`config.mk`:
```
export PLATFORM = sky130hd
export DESIGN_NAME = hi_reader_seq_flat
export DESIGN_NICKNAME = d
export VERILOG_FILES = /design/src/rtl/hi_reader_seq_if.sv /design/src/rtl/hi_reader_seq.sv /design/src/flat_wrapper.sv
export SDC_FILE = /design/constraint.sdc
export NUM_CORES = 1
export LEC_CHECK = 0
export ABC_AREA = 1
export BUFFER_PORTS_ARGS = -buffer_cell sky130_fd_sc_hd__buf_2
export CORE_MARGIN = 3
export CORE_UTILIZATION = 50
export CTS_CLUSTER_DIAMETER = 100
export DETAILED_ROUTE_END_ITERATION = 10
export PLACE_DENSITY = 0.72
export SLEW_MARGIN = 20
export SYNTH_ARGS = -nofsm -noshare
export SYNTH_HDL_FRONTEND = slang
export SYNTH_SLANG_ARGS = --single-unit
```
`constraint.sdc`:
```
create_clock -name ck_1356meg -period 3.15 [get_ports ck_1356meg]
set_input_delay 0.7875 -clock ck_1356meg [delete_from_list [all_inputs] [get_ports ck_1356meg]]
set_output_delay 0.7875 -clock ck_1356meg [all_outputs]
set_load 0.01 [all_outputs]
```
`src/rtl/hi_reader_seq_if.sv`:
```
// Command-byte stream between the ARM-facing command path and the frame sequencer.
// The master supplies bytes; the slave (sequencer) signals acceptance with tx_ready.
interface hi_reader_seq_if;
  logic [7:0] tx_byte;
  logic       tx_valid;
  logic       tx_last;
  logic       tx_ready;

  modport master (output tx_byte, output tx_valid, output tx_last, input tx_ready);
  modport slave  (input tx_byte, input tx_valid, input tx_last, output tx_ready);
endinterface

```
`src/rtl/hi_reader_seq.sv`:
```
// HF reader frame sequencer: serialises command bytes LSB first onto mod_out,
// then runs a frame-delay guard and a receive window with timeout.
module hi_reader_seq #(
  parameter int         ETU_CLKS     = 128,
  parameter logic [3:0] MODE_RX      = 4'd0,
  parameter logic [3:0] MODE_FULL    = 4'd4,
  parameter logic [3:0] MODE_SHALLOW = 4'd5
) (
  input  logic               ck_1356meg,
  input  logic               rst_n,
  input  logic               start,
  input  logic               shallow,
  hi_reader_seq_if.slave     tx,
  input  logic [15:0]        fdt,
  input  logic [15:0]        rx_window,
  input  logic               rx_done,
  output logic [3:0]         minor_mode,
  output logic               mod_out,
  output logic               busy,
  output logic               done,
  output logic               timeout,
  output logic               err
);

  typedef enum logic [2:0] {S_IDLE, S_LOAD, S_TX, S_GUARD, S_RX} state_t;

  localparam logic [15:0] ETU_LAST = 16'(ETU_CLKS - 1);

  state_t      state_q, state_d;
  logic [7:0]  shift_q, shift_d;
  logic [2:0]  bit_q, bit_d;
  logic [15:0] etu_q, etu_d;
  logic [15:0] cnt_q, cnt_d;        // shared by GUARD and RX, never live in both
  logic        last_q, last_d;
  logic        shallow_q, shallow_d;
  logic [15:0] fdt_q, fdt_d;
  logic [15:0] win_q, win_d;
  logic        done_d, timeout_d, err_d;
  logic        mod_d;
  logic [3:0]  mode_d;

  logic etu_end, byte_end, accept;
  logic guard_end, win_end;

  assign etu_end   = (etu_q == ETU_LAST);
  assign byte_end  = etu_end && (bit_q == 3'd7);
  // Only called on GUARD/RX cycles, where fdt_q/win_q bound the count.
  assign guard_end = ({1'b0, cnt_q} + 17'd1) >= {1'b0, fdt_q};
  assign win_end   = ({1'b0, cnt_q} + 17'd1) >= {1'b0, win_q};

  assign tx.tx_ready = (state_q == S_LOAD) || ((state_q == S_TX) && byte_end && !last_q);
  assign accept      = tx.tx_ready && tx.tx_valid;
  assign busy        = (state_q != S_IDLE);

  // NOTE: every signal written here gets its default first, so no path can leave one unassigned and infer a latch.
  always_comb begin
    state_d   = state_q;
    shift_d   = shift_q;
    bit_d     = bit_q;
    etu_d     = etu_q;
    cnt_d     = cnt_q;
    last_d    = last_q;
    shallow_d = shallow_q;
    fdt_d     = fdt_q;
    win_d     = win_q;
    done_d    = 1'b0;
    timeout_d = 1'b0;
    err_d     = 1'b0;

    unique case (state_q)
      S_IDLE: begin
        if (start) begin
          shallow_d = shallow;
          fdt_d     = fdt;
          win_d     = rx_window;
          state_d   = S_LOAD;
        end
      end
      S_LOAD: begin
        if (accept) begin
          shift_d = tx.tx_byte;
          last_d  = tx.tx_last;
          bit_d   = 3'd0;
          etu_d   = 16'd0;
          state_d = S_TX;
        end
      end
      S_TX: begin
        if (!etu_end) begin
          etu_d = etu_q + 16'd1;
        end else begin
          etu_d = 16'd0;
          if (bit_q != 3'd7) begin
            shift_d = shift_q >> 1;
            bit_d   = bit_q + 3'd1;
          end else if (last_q) begin
            cnt_d   = 16'd0;
            state_d = (fdt_q == 16'd0) ? S_RX : S_GUARD;
          end else if (tx.tx_valid) begin
            // Back-to-back byte: bit 0 follows bit 7 with no gap.
            shift_d = tx.tx_byte;
            last_d  = tx.tx_last;
            bit_d   = 3'd0;
          end else begin
            err_d   = 1'b1;
            state_d = S_IDLE;
          end
        end
      end
      S_GUARD: begin
        if (guard_end) begin
          cnt_d   = 16'd0;
          state_d = S_RX;
        end else begin
          cnt_d = cnt_q + 16'd1;
        end
      end
      S_RX: begin
        if (rx_done) begin
          done_d  = 1'b1;
          state_d = S_IDLE;
        end else if (win_end) begin
          timeout_d = 1'b1;
          state_d   = S_IDLE;
        end else begin
          cnt_d = cnt_q + 16'd1;
        end
      end
      default: state_d = S_IDLE;
    endcase

    // Outputs are registered from next-state values so they are valid on the first cycle of each state.
    mod_d  = (state_d == S_TX) ? shift_d[0] : 1'b0;
    mode_d = (state_d == S_TX) ? (shallow_d ? MODE_SHALLOW : MODE_FULL) : MODE_RX;
  end

  // NOTE: sequential state uses non-blocking assignments so every register samples pre-edge values.
  always_ff @(negedge ck_1356meg or negedge rst_n) begin
    if (!rst_n) begin
      state_q    <= S_IDLE;
      shift_q    <= 8'd0;
      bit_q      <= 3'd0;
      etu_q      <= 16'd0;
      cnt_q      <= 16'd0;
      last_q     <= 1'b0;
      shallow_q  <= 1'b0;
      fdt_q      <= 16'd0;
      win_q      <= 16'd0;
      done       <= 1'b0;
      timeout    <= 1'b0;
      err        <= 1'b0;
      mod_out    <= 1'b0;
      minor_mode <= MODE_RX;
    end else begin
      state_q    <= state_d;
      shift_q    <= shift_d;
      bit_q      <= bit_d;
      etu_q      <= etu_d;
      cnt_q      <= cnt_d;
      last_q     <= last_d;
      shallow_q  <= shallow_d;
      fdt_q      <= fdt_d;
      win_q      <= win_d;
      done       <= done_d;
      timeout    <= timeout_d;
      err        <= err_d;
      mod_out    <= mod_d;
      minor_mode <= mode_d;
    end
  end

endmodule

```
`src/flat_wrapper.sv`:
```
// flat-port wrapper written by rule: the top's interface ports become plain ports
module hi_reader_seq_flat 
#(
  parameter int         ETU_CLKS     = 128,
  parameter logic [3:0] MODE_RX      = 4'd0,
  parameter logic [3:0] MODE_FULL    = 4'd4,
  parameter logic [3:0] MODE_SHALLOW = 4'd5
)
  (ck_1356meg, rst_n, start, shallow, fdt, rx_window, rx_done, minor_mode, mod_out, busy, done, timeout, err, tx_tx_byte, tx_tx_valid, tx_tx_last, tx_tx_ready);
  hi_reader_seq_if tx_i ();
  input  logic ck_1356meg;
  input  logic rst_n;
  input  logic start;
  input  logic shallow;
  input  logic [15:0] fdt;
  input  logic [15:0] rx_window;
  input  logic rx_done;
  output logic [3:0] minor_mode;
  output logic mod_out;
  output logic busy;
  output logic done;
  output logic timeout;
  output logic err;
  input wire logic [$bits(tx_i.tx_byte)-1:0] tx_tx_byte;
  input wire logic [$bits(tx_i.tx_valid)-1:0] tx_tx_valid;
  input wire logic [$bits(tx_i.tx_last)-1:0] tx_tx_last;
  output wire logic [$bits(tx_i.tx_ready)-1:0] tx_tx_ready;
  assign tx_i.tx_byte = tx_tx_byte;
  assign tx_i.tx_valid = tx_tx_valid;
  assign tx_i.tx_last = tx_tx_last;
  assign tx_tx_ready = tx_i.tx_ready;
  hi_reader_seq #(.ETU_CLKS(ETU_CLKS), .MODE_RX(MODE_RX), .MODE_FULL(MODE_FULL), .MODE_SHALLOW(MODE_SHALLOW)) u_core (.ck_1356meg(ck_1356meg), .rst_n(rst_n), .start(start), .shallow(shallow), .tx(tx_i), .fdt(fdt), .rx_window(rx_window), .rx_done(rx_done), .minor_mode(minor_mode), .mod_out(mod_out), .busy(busy), .done(done), .timeout(timeout), .err(err));
endmodule
```
==> results of run 1 <==
cells in the mapped netlist, types with 2 or more instances:
library cell	count
nand4_1	18
nand2_1	157
o22ai_1	6
o211ai_1	8
nor2_2	4
a31oi_1	3
or2_2	2
nor3_2	2
xor2_1	8
o21ai_1	3
nand2_4	3
nor2_1	30
o21bai_1	2
nor2_4	4
buf_2	2
nand3b_1	3
clkbuf_1	6
nand3_1	40
o21ai_0	54
nand2_2	5
ha_1	36
o32ai_1	2
xnor2_1	7
nor3_1	4
a21oi_1	23
nor4_1	4
buf_6	2
dfrtn_1	86
buf_4	3
nand3_2	3
inv_1	93
inv_2	12
layout make-up:
class / instances / area (sq um) / share of cell area [%]
clock inverters: 2 / 15.0 / 0.230
well taps: 133 / 166 / 2.55
inverters: 106 / 428 / 6.56
clock buffers: 14 / 173 / 2.65
repair buffers: 123 / 858 / 13.2
flip-flops and latches: 86 / 2150 / 33.0
repair inverters: 1 / 7.51 / 0.115
multi-input cells: 445 / 2720 / 41.7
logic make-up after synthesis:
group                      after synthesis
and+or+nand+nor                        282
buffers and inverters                  119
AOI/OAI and AO/OA                      110
DFF                                     86
adders and majority gates               36
xor gates and xnor gates                15
other                                    1
where the power goes:
group / switching (mW) / internal, mW
Sequential: 0.131 / 1.44
Combinational: 1.12 / 0.723
Clock: 0.405 / 0.353
Total: 1.66 / 2.51
tightest hold or removal path, stage by stage (launching register included):
cell     delay, ns
dfrtn_1       0.41
nand2_1       0.05
nand2_1       0.05
worst min-delay path by stage:
stage | start | to | slack, ns | cells past startpoint
2_1_floorplan | u_core.shift_q[7] | u_core.shift_q[7] | 0.40 | 2
5_1_grt | u_core.bit_q[2] | u_core.bit_q[2] | 0.45 | 2
6_report | u_core.bit_q[1] | u_core.bit_q[1] | 0.43 | 2
4_1_cts | u_core.bit_q[1] | u_core.bit_q[1] | 0.43 | 2
3_3_place_gp | u_core.shift_q[7] | u_core.shift_q[7] | 0.42 | 2
3_5_place_dp | u_core.bit_q[1] | u_core.bit_q[1] | 0.43 | 2
per-layer routing:
metal  GRT usage [%]  vias to the layer above  part of all wire (%)
met3            3.00                       18                   4.8
li1                -                     2368                     -
met4            7.75                        0                   1.6
met5               0                        -                     0
met1            31.5                     2276                    45
met2            34.8                      122                    48
sequential cells by signal (all words and copies together) (netlist names):
signal	cells
u_core.bit_q	3
u_core.cnt_q	16
u_core.done	1
u_core.err	1
u_core.etu_q	16
u_core.fdt_q	16
u_core.last_q	1
u_core.minor_mode	2
u_core.mod_out	1
u_core.shallow_q	1
u_core.shift_q	8
u_core.state_q	3
u_core.timeout	1
u_core.win_q	16
per-stage QoR:
step                      hold slack (ns)  utilization, %  cell area [sq um]  worst slack (ns)
after global routing                0.449            65.8               6520             -1.04
final                               0.427            65.8               6520            -0.940
after detailed placement            0.432            61.5               6090            -0.644
after floorplan                     0.403               -               5230            -0.608
after global placement              0.421            61.5               6090            -0.587
after CTS                           0.432            64.2               6360            -0.962
timing repair:
| item | in CTS | in global routing |
|---|---|---|
| endpoints found under the setup margin | 24 | 37 |
| hold buffers | 0 | 0 |
| cloned | 1 | 0 |
| gates resized for setup | 15 | 24 |
| buffers inserted | 1 | 7 |
| pin swaps | 2 | 10 |
==> flow_metrics.env, run 1 <==
export IMPL_status="complete, but fails checks"
export IMPL_violations="setup timing"
export IMPL_synthToLayoutAreaGrowth_pct=25.9
export IMPL_grt_max_degree=40
export IMPL_synth_area_leaders="dfrtn_1 42%, nand2_1 11%, ha_1 8.7%"
export IMPL_synth_xor_area_share_pct=2.54
export IMPL_antennaDiodeCount=0
export IMPL_core_area_sq_um=9910
export IMPL_drt_initial_drc_count=300
export IMPL_yosysTopAreaCellShare_pct=41.5
export IMPL_num_fill_cells=834
export IMPL_rows=36
export IMPL_r2r_start="u_core.cnt_q[1]"
export IMPL_drtAntennaViolNets=0
export IMPL_place_inst=885
export IMPL_synthArstFlopShare_pct=100
export IMPL_syn_area_sq_um=5180
export IMPL_worstPathRequired_ns=2.36
export IMPL_finalPower_mw=4.17
export IMPL_gp_congestion=0.915
export IMPL_timing_final_hold_violations=0
export IMPL_synth_edf_count=0
export IMPL_drc=0
export IMPL_dr_pass1_iters=5
export IMPL_crit_path_start="u_core.etu_q[0]"
export IMPL_ys_flop_type="dfrtn_1"
export IMPL_crit_top_cell="nand2_4"
export IMPL_dp_hpwl_mm=9.44
export IMPL_layout_common_cells="151 x nand2_1, 89 x inv_1, 86 x dfrtn_1, 65 x buf_4, 53 x o21ai_0"
export IMPL_fp_dieArea_sq_um=11600
export IMPL_crit_family="simple AND/OR/NAND/NOR gates"
export IMPL_numCtsBuffers=9
export IMPL_crit_end="tx_tx_ready"
export IMPL_cts_sinks=86
export IMPL_synth_cell_type_count=46
export IMPL_synth_simple_area_share_pct=25.6
export IMPL_grtUsageTotal_pct=22.2
export IMPL_final_cell_count_no_fill=910
export IMPL_io_pins=57
export IMPL_ys_warn_count=0
export IMPL_peakVddDrop_mv=0.310
export IMPL_p_leak_nw=3.42
export IMPL_rsz0062_at_grt="true"
export IMPL_synth_seq_area_share_pct=41.5
export IMPL_worst_slack_ns=-0.940
export IMPL_port_buffers=54
export IMPL_ff2ff_path_depth=21
export IMPL_clock_skew_ns=0.00829
export IMPL_synth_top_family_by_area="simple AND/OR/NAND/NOR gates"
export IMPL_cts_buffer_depth=2
export IMPL_critical_path_class="reg2out"
export IMPL_muxShareOfSynthArea_pct=0
export IMPL_antenna_found_initial=0
export IMPL_grt_pass1_vias=4492
export IMPL_setup_viol=24
export IMPL_arrival_ns=3.30
export IMPL_nNetsFinal=855
export IMPL_cts_max_level=3
export IMPL_finalSetupTns_ns=-3.22
export IMPL_slew_viol_final=0
export IMPL_grt_ovfl_total=0
export IMPL_synth_fa_ha_area_share_pct=8.69
export IMPL_cp_cell_sequence="ha_4 > nand2_4 > nor2_4 > nand3_2 > nor2_4 > nand2_4 > inv_4 > nand3_4 > nand2_4 > buf_6"
export IMPL_path_depth=10
export IMPL_detail_route_wl_per_cell_um=14.2
export IMPL_rrSetupSlack_ns=-0.09
export IMPL_initial_utilization_pct=52.3
export IMPL_slowest_delay_ns=0.46
export IMPL_drv_cap=0
export IMPL_insertion_delay_ns=0.35
export IMPL_cts_root_buf="clkbuf_8"
export IMPL_dieWidth_um=108
export IMPL_p_per_area_nw_per_um2=639
export IMPL_path_max_fanout=2
export IMPL_endpoint_kind="output port"
export IMPL_cp_slowest_cell="dfrtn_1"
export IMPL_vias=4784
export IMPL_r2r_end="u_core.cnt_q[14]"
export IMPL_synth_area_per_cell_sq_um=7.98
export IMPL_grt_pass1_wl_mm=20.6
export IMPL_cts_clk_slew_worst_paths_ns=0.06
export IMPL_synth_compound_area_share_pct=12.4
export IMPL_cts_tree="yes"
export IMPL_vias_per_cell=5.26
export IMPL_critPathBufInv=2
export IMPL_syn_instance_count=649
export IMPL_final_common_cell="nand2_1"
export IMPL_ys_ff_latch=86
export IMPL_drive_gt1_share_pct=26.9
export IMPL_synth_largest_area_cell="dfrtn_1"
export IMPL_wirelength_mm=12.9
export IMPL_die_height_um=108
export IMPL_worstSetupStartpointType="register"
export IMPL_hp_class="reg2reg"
(Power assumes the default switching activity.)
==> run 2: changes to the inputs <==
Settings changed: PLACE_DENSITY 0.72 to 0.7, REMOVE_ABC_BUFFERS set to 1.
Clock period 3.15 ns to 3.9 ns, I/O delays scaled along.
==> run 2 against run 1 <==
  * Register-to-register slack better by 0.55 ns
  * Clock skew is 0.0026 ns lower
  * Clock power is 7.0% lower
  * Power is 20% lower
  * Combinational power is 25% lower
  * Count of clock-buffer cells in the layout is 3 lower
  * Final cell count is 1.6% lower
  * Worst setup slack better by 0.17 ns
  * The flow still finishes with violations (setup timing)
==> flow_metrics.env, run 2 (same netlist as run 1, synthesis figures left out) <==
export IMPL_wl_met3_um=719
export IMPL_detail_route_wl_per_cell_um=13.8
export IMPL_holdBufCountCts=0
export IMPL_grtUsageTotal_pct=22.5
export IMPL_arrival_ns=3.70
export IMPL_rsz0062_at_grt="true"
export IMPL_cts_tree="yes"
export IMPL_dp_hpwl_mm=9.44
export IMPL_cts_root_buf="clkbuf_8"
export IMPL_cts_max_level=3
export IMPL_grt_max_degree=46
export IMPL_grt_ovfl_total=0
export IMPL_drive_gt1_share_pct=22.7
export IMPL_dr_pass1_iters=5
export IMPL_numCtsBuffers=9
export IMPL_peakVddDrop_mv=0.281
export IMPL_p_per_area_nw_per_um2=536
export IMPL_holdWs_ns=0.431
export IMPL_dieWidth_um=108
export IMPL_drv_cap=0
export IMPL_grt_pass1_vias=4605
export IMPL_setup_viol=2
export IMPL_core_area_sq_um=9910
export IMPL_worstPathRequired_ns=2.92
export IMPL_wl_met1_mm=5.70
export IMPL_rows=36
export IMPL_insertion_delay_ns=0.34
export IMPL_layout_common_cells="156 x nand2_1, 92 x inv_1, 86 x dfrtn_1, 54 x o21ai_0, 52 x buf_2"
export IMPL_port_buffers=54
export IMPL_antenna_found_initial=0
export IMPL_cts_sinks=86
export IMPL_slew_viol_final=0
export IMPL_final_cell_count_no_fill=895
export IMPL_topRoutingLayerUsed="met4"
export IMPL_dpl_worst_slack_ns=-0.401
export IMPL_io_pins=57
export IMPL_path_max_fanout=2
export IMPL_die_height_um=108
export IMPL_worstSetupStartpointType="register"
export IMPL_hp_class="reg2reg"
export IMPL_cts_clk_slew_worst_paths_ns=0.06
export IMPL_routed_wl_met2_mm=5.83
export IMPL_vias=4665
export IMPL_worst_slack_ns=-0.773
export IMPL_antennaDiodeCount=0
export IMPL_gp_congestion=0.917
export IMPL_final_common_cell="nand2_1"
export IMPL_drc=0
export IMPL_violations="setup timing"
export IMPL_p_leak_nw=3.31
export IMPL_timing_final_hold_violations=0
export IMPL_wirelength_mm=12.4
export IMPL_nNetsFinal=840
export IMPL_synthToLayoutAreaGrowth_pct=21.0
export IMPL_cts_buffer_depth=2
export IMPL_initial_utilization_pct=52.3
export IMPL_drt_initial_drc_count=311
export IMPL_vias_per_cell=5.21
export IMPL_place_inst=876
export IMPL_drtAntennaViolNets=0
export IMPL_fp_dieArea_sq_um=11600
export IMPL_endpoint_kind="output port"
export IMPL_status="complete, but fails checks"
export IMPL_clock_skew_ns=0.00569
export IMPL_critical_path_class="reg2out"
export IMPL_grt_pass1_wl_mm=20.9
run 2: cell types whose count changed in the layout (fill, tap and decap cells not counted), sizes merged:
cell,change
buf,-13
bufinv,+2
clkbuf,-4
clkinv,+3
clkinvlp,-3
run 2: path summary, 6_finish.rpt:
| path | endpoint | cells past startpoint | start | slack [ns] |
|---|---|---|---|---|
| setup / recovery | tx_tx_ready | 10 | u_core.etu_q[0] | -0.77 |
| hold / removal | u_core.shift_q[7] | 2 | u_core.shift_q[7] | 0.43 |
| setup reg to reg | u_core.cnt_q[13] | 18 | u_core.cnt_q[0] | 0.46 |
| hold reg to reg | u_core.shift_q[7] | 2 | u_core.shift_q[7] | 0.43 |
| max in group asynchronous | u_core.mod_out | 2 | rst_n | 1.03 |
| min in group asynchronous | u_core.fdt_q[8] | 1 | rst_n | 2.33 |
run 2: routing by layer:
metal	track usage, %	up-vias
met5	0	-
met3	4.44	12
met4	5.50	0
met2	36.2	114
li1	-	2340
met1	31.1	2199
run 2: cell type report:
class / instances / area [sq um]
Inverter: 106 / 400
Fill cell: 873 / 3640
Multi-Input combinational cell: 445 / 2580
Clock inverter: 5 / 82.6
Tap cell: 133 / 166
Clock buffer: 11 / 141
Sequential cell: 86 / 2150
Timing Repair Buffer: 109 / 746
run 2: timing repair:
item                                    in CTS  in global routing
pin swaps                                    0                  5
buffers inserted                             0                  3
gates resized for setup                      2                  8
endpoints found under the setup margin       2                  2
run 2: critical path, cell delays in order (launching register included):
cell     delay, ns
dfrtn_1       0.42
ha_2          0.19
nand2_2       0.07
nor2_4        0.11
nand3_2       0.08
nor2_4        0.14
nand2_4       0.06
inv_2         0.07
nand3_2       0.07
nand2_2       0.10
buf_6         0.10
run 2: stage by stage:
step	power [mW]	setup TNS, ns	util (%)	instance area [sq um]
after floorplan	2.10	-3.73	-	5110
after global placement	2.55	-4.95	60.4	5990
after detailed placement	2.62	-6.39	60.4	5990
after CTS	3.34	-1.02	62.7	6220
after global routing	3.65	-1.29	63.3	6270
final	3.36	-1.09	63.3	6270
run 2: power by group:
group	switching [mW]	total (mW)	internal, mW
clock network	0.324	0.704	0.380
logic	0.854	1.38	0.530
registers	0.109	1.27	1.16
total	1.29	3.36	2.07
==> run 3: changes to the inputs <==
Settings changed: BUFFER_PORTS_ARGS -buffer_cell sky130_fd_sc_hd__buf_2 to -buffer_cell sky130_fd_sc_hd__clkbuf_2.
==> run 3 against run 2 <==
  * The flow still finishes with violations (setup timing)
  * Critical path depth unchanged
  * Core utilization down 0.61 points
  * Clock skew up 0.0016 ns
  * Sequential share of layout area grew 0.33 points
  * Die area is the same
  * Power shrank 3.6%
  * Register-to-register slack worse by 0.05 ns
  * Via count decreased by 2.0%
  * Wire length fell by 2.3%
  * Worst hold slack better by 0.0049 ns
  * Non-clock buffer count down 1
  * Largest power group unchanged
  * Highest routed layer unchanged
==> flow_metrics.env, run 3 (same netlist as run 1, synthesis figures left out) <==
export IMPL_worstPathRequired_ns=2.92
export IMPL_cts_max_level=3
export IMPL_initial_utilization_pct=52.3
export IMPL_critPathBufInv=2
export IMPL_cts_root_buf="clkbuf_8"
export IMPL_nNetsFinal=839
export IMPL_cts_buffer_depth=2
export IMPL_cts_clk_slew_worst_paths_ns=0.06
export IMPL_synthToLayoutAreaGrowth_pct=19.8
export IMPL_final_common_cell="nand2_1"
export IMPL_vias=4571
export IMPL_drtAntennaViolNets=0
export IMPL_status="complete, but fails checks"
export IMPL_slew_viol_final=0
export IMPL_grt_pass1_vias=4582
export IMPL_p_leak_nw=3.29
export IMPL_antennaDiodeCount=0
export IMPL_timing_final_hold_violations=0
export IMPL_worstSetupStartpointType="register"
export IMPL_holdWs_ns=0.436
export IMPL_wirelength_mm=12.1
export IMPL_violations="setup timing"
export IMPL_drv_cap=0
export IMPL_gp_congestion=0.945
export IMPL_peakVddDrop_mv=0.209
export IMPL_p_per_area_nw_per_um2=521
export IMPL_numCtsBuffers=9
export IMPL_fin_util_pct=62.7
export IMPL_dr_pass1_iters=7
export IMPL_clock_skew_ns=0.00730
export IMPL_stdcell_area_sq_um=6210
export IMPL_drc=0
export IMPL_antenna_found_initial=0
export IMPL_rsz0062_at_grt="true"
export IMPL_insertion_delay_ns=0.34
export IMPL_holdBufCountCts=0
export IMPL_cts_setup_buffers=0
export IMPL_rows=36
export IMPL_die_height_um=108
export IMPL_vias_per_cell=5.12
export IMPL_hp_class="reg2reg"
export IMPL_final_cell_count_no_fill=893
export IMPL_place_inst=878
export IMPL_drt_initial_drc_count=278
export IMPL_placedInstanceArea_sq_um=6000
export IMPL_crit_family="simple AND/OR/NAND/NOR gates"
export IMPL_port_buffers=54
export IMPL_dpl_worst_slack_ns=-0.421
export IMPL_finalPower_mw=3.24
export IMPL_cp_cell_sequence="ha_2 > nand2_2 > nor2_4 > nand3_2 > nor2_4 > nand2_4 > inv_2 > nand3_2 > nand2_2 > buf_6"
export IMPL_fp_dieArea_sq_um=11600
export IMPL_slowest_delay_ns=0.42
export IMPL_setup_viol=2
export IMPL_dp_hpwl_mm=9.36
export IMPL_cts_sinks=86
export IMPL_io_pins=57
export IMPL_grt_max_degree=34
export IMPL_detail_route_wl_per_cell_um=13.6
export IMPL_endpoint_kind="output port"
export IMPL_cts_tree="yes"
export IMPL_critical_path_class="reg2out"
export IMPL_worst_slack_ns=-0.756
export IMPL_arrival_ns=3.68
export IMPL_core_area_sq_um=9910
export IMPL_path_max_fanout=2
export IMPL_cp_slowest_cell="dfrtn_1"
export IMPL_drive_gt1_share_pct=22.4
export IMPL_grtUsageTotal_pct=22.1
export IMPL_grt_ovfl_total=0
export IMPL_dieWidth_um=108
export IMPL_grt_pass1_wl_mm=20.7
export IMPL_finalSetupTns_ns=-0.948
export IMPL_layout_common_cells="156 x nand2_1, 92 x inv_1, 86 x dfrtn_1, 54 x o21ai_0, 52 x clkbuf_2"
-- run 3: cell types whose count changed in the layout (fill, tap and decap cells not counted) --
cell	delta
clkbuf_1	+1
clkinv_2	+1
clkinv_4	-1
clkbuf_8	-1
nor2_4	-1
clkbuf_2	+52
buf_6	-1
bufinv_16	-1
nor2_2	+1
buf_2	-52
-- run 3: area by class of cell --
| cell class | count | area, sq um |
|---|---|---|
| clock buffer | 11 | 131 |
| clock inverter | 4 | 48.8 |
| fill | 902 | 3700 |
| inverter | 106 | 400 |
| multi-input combinational | 445 | 2570 |
| sequential | 86 | 2150 |
| tap | 133 | 166 |
| timing repair buffer | 108 | 734 |
-- run 3: path summary, 6_finish.rpt --
check,from,slack (ns),depth (start not counted),endpoint
worst max-delay path,u_core.etu_q[1],-0.76,10,tx_tx_ready
worst min-delay path,u_core.shift_q[7],0.44,2,u_core.shift_q[7]
worst max register to register,u_core.cnt_q[0],0.41,16,u_core.cnt_q[8]
worst min register to register,u_core.shift_q[7],0.44,2,u_core.shift_q[7]
max in group asynchronous,rst_n,1.07,2,u_core.win_q[14]
min in group asynchronous,rst_n,2.31,1,u_core.fdt_q[2]
-- run 3: repair_timing --
item / in CTS / in global routing
pin swaps: 0 / 1
resized for setup: 4 / 5
hold endpoints to repair: 0 / 0
endpoints found under the setup margin: 2 / 2
-- run 3: report_power, final --
part	internal, mW	switching [mW]	total, mW
sequential	1.16	0.109	1.27
clock	0.292	0.316	0.608
combinational	0.515	0.844	1.36
total	1.97	1.27	3.24
-- run 3: metal layers --
layer / track usage, % / part of all wire, % / vias to the layer above
li1: - / - / 2338
met1: 30.7 / 48 / 2125
met2: 35.3 / 46 / 87
met3: 3.24 / 3.9 / 21
met4: 8.03 / 2.0 / 0
met5: 0 / 0 / -
-- run 3: tightest hold or removal path: cells and delay by family (launching register included) --
family / cells / cell delay [ns]
flops: 1 / 0.41
simple gates: 2 / 0.11
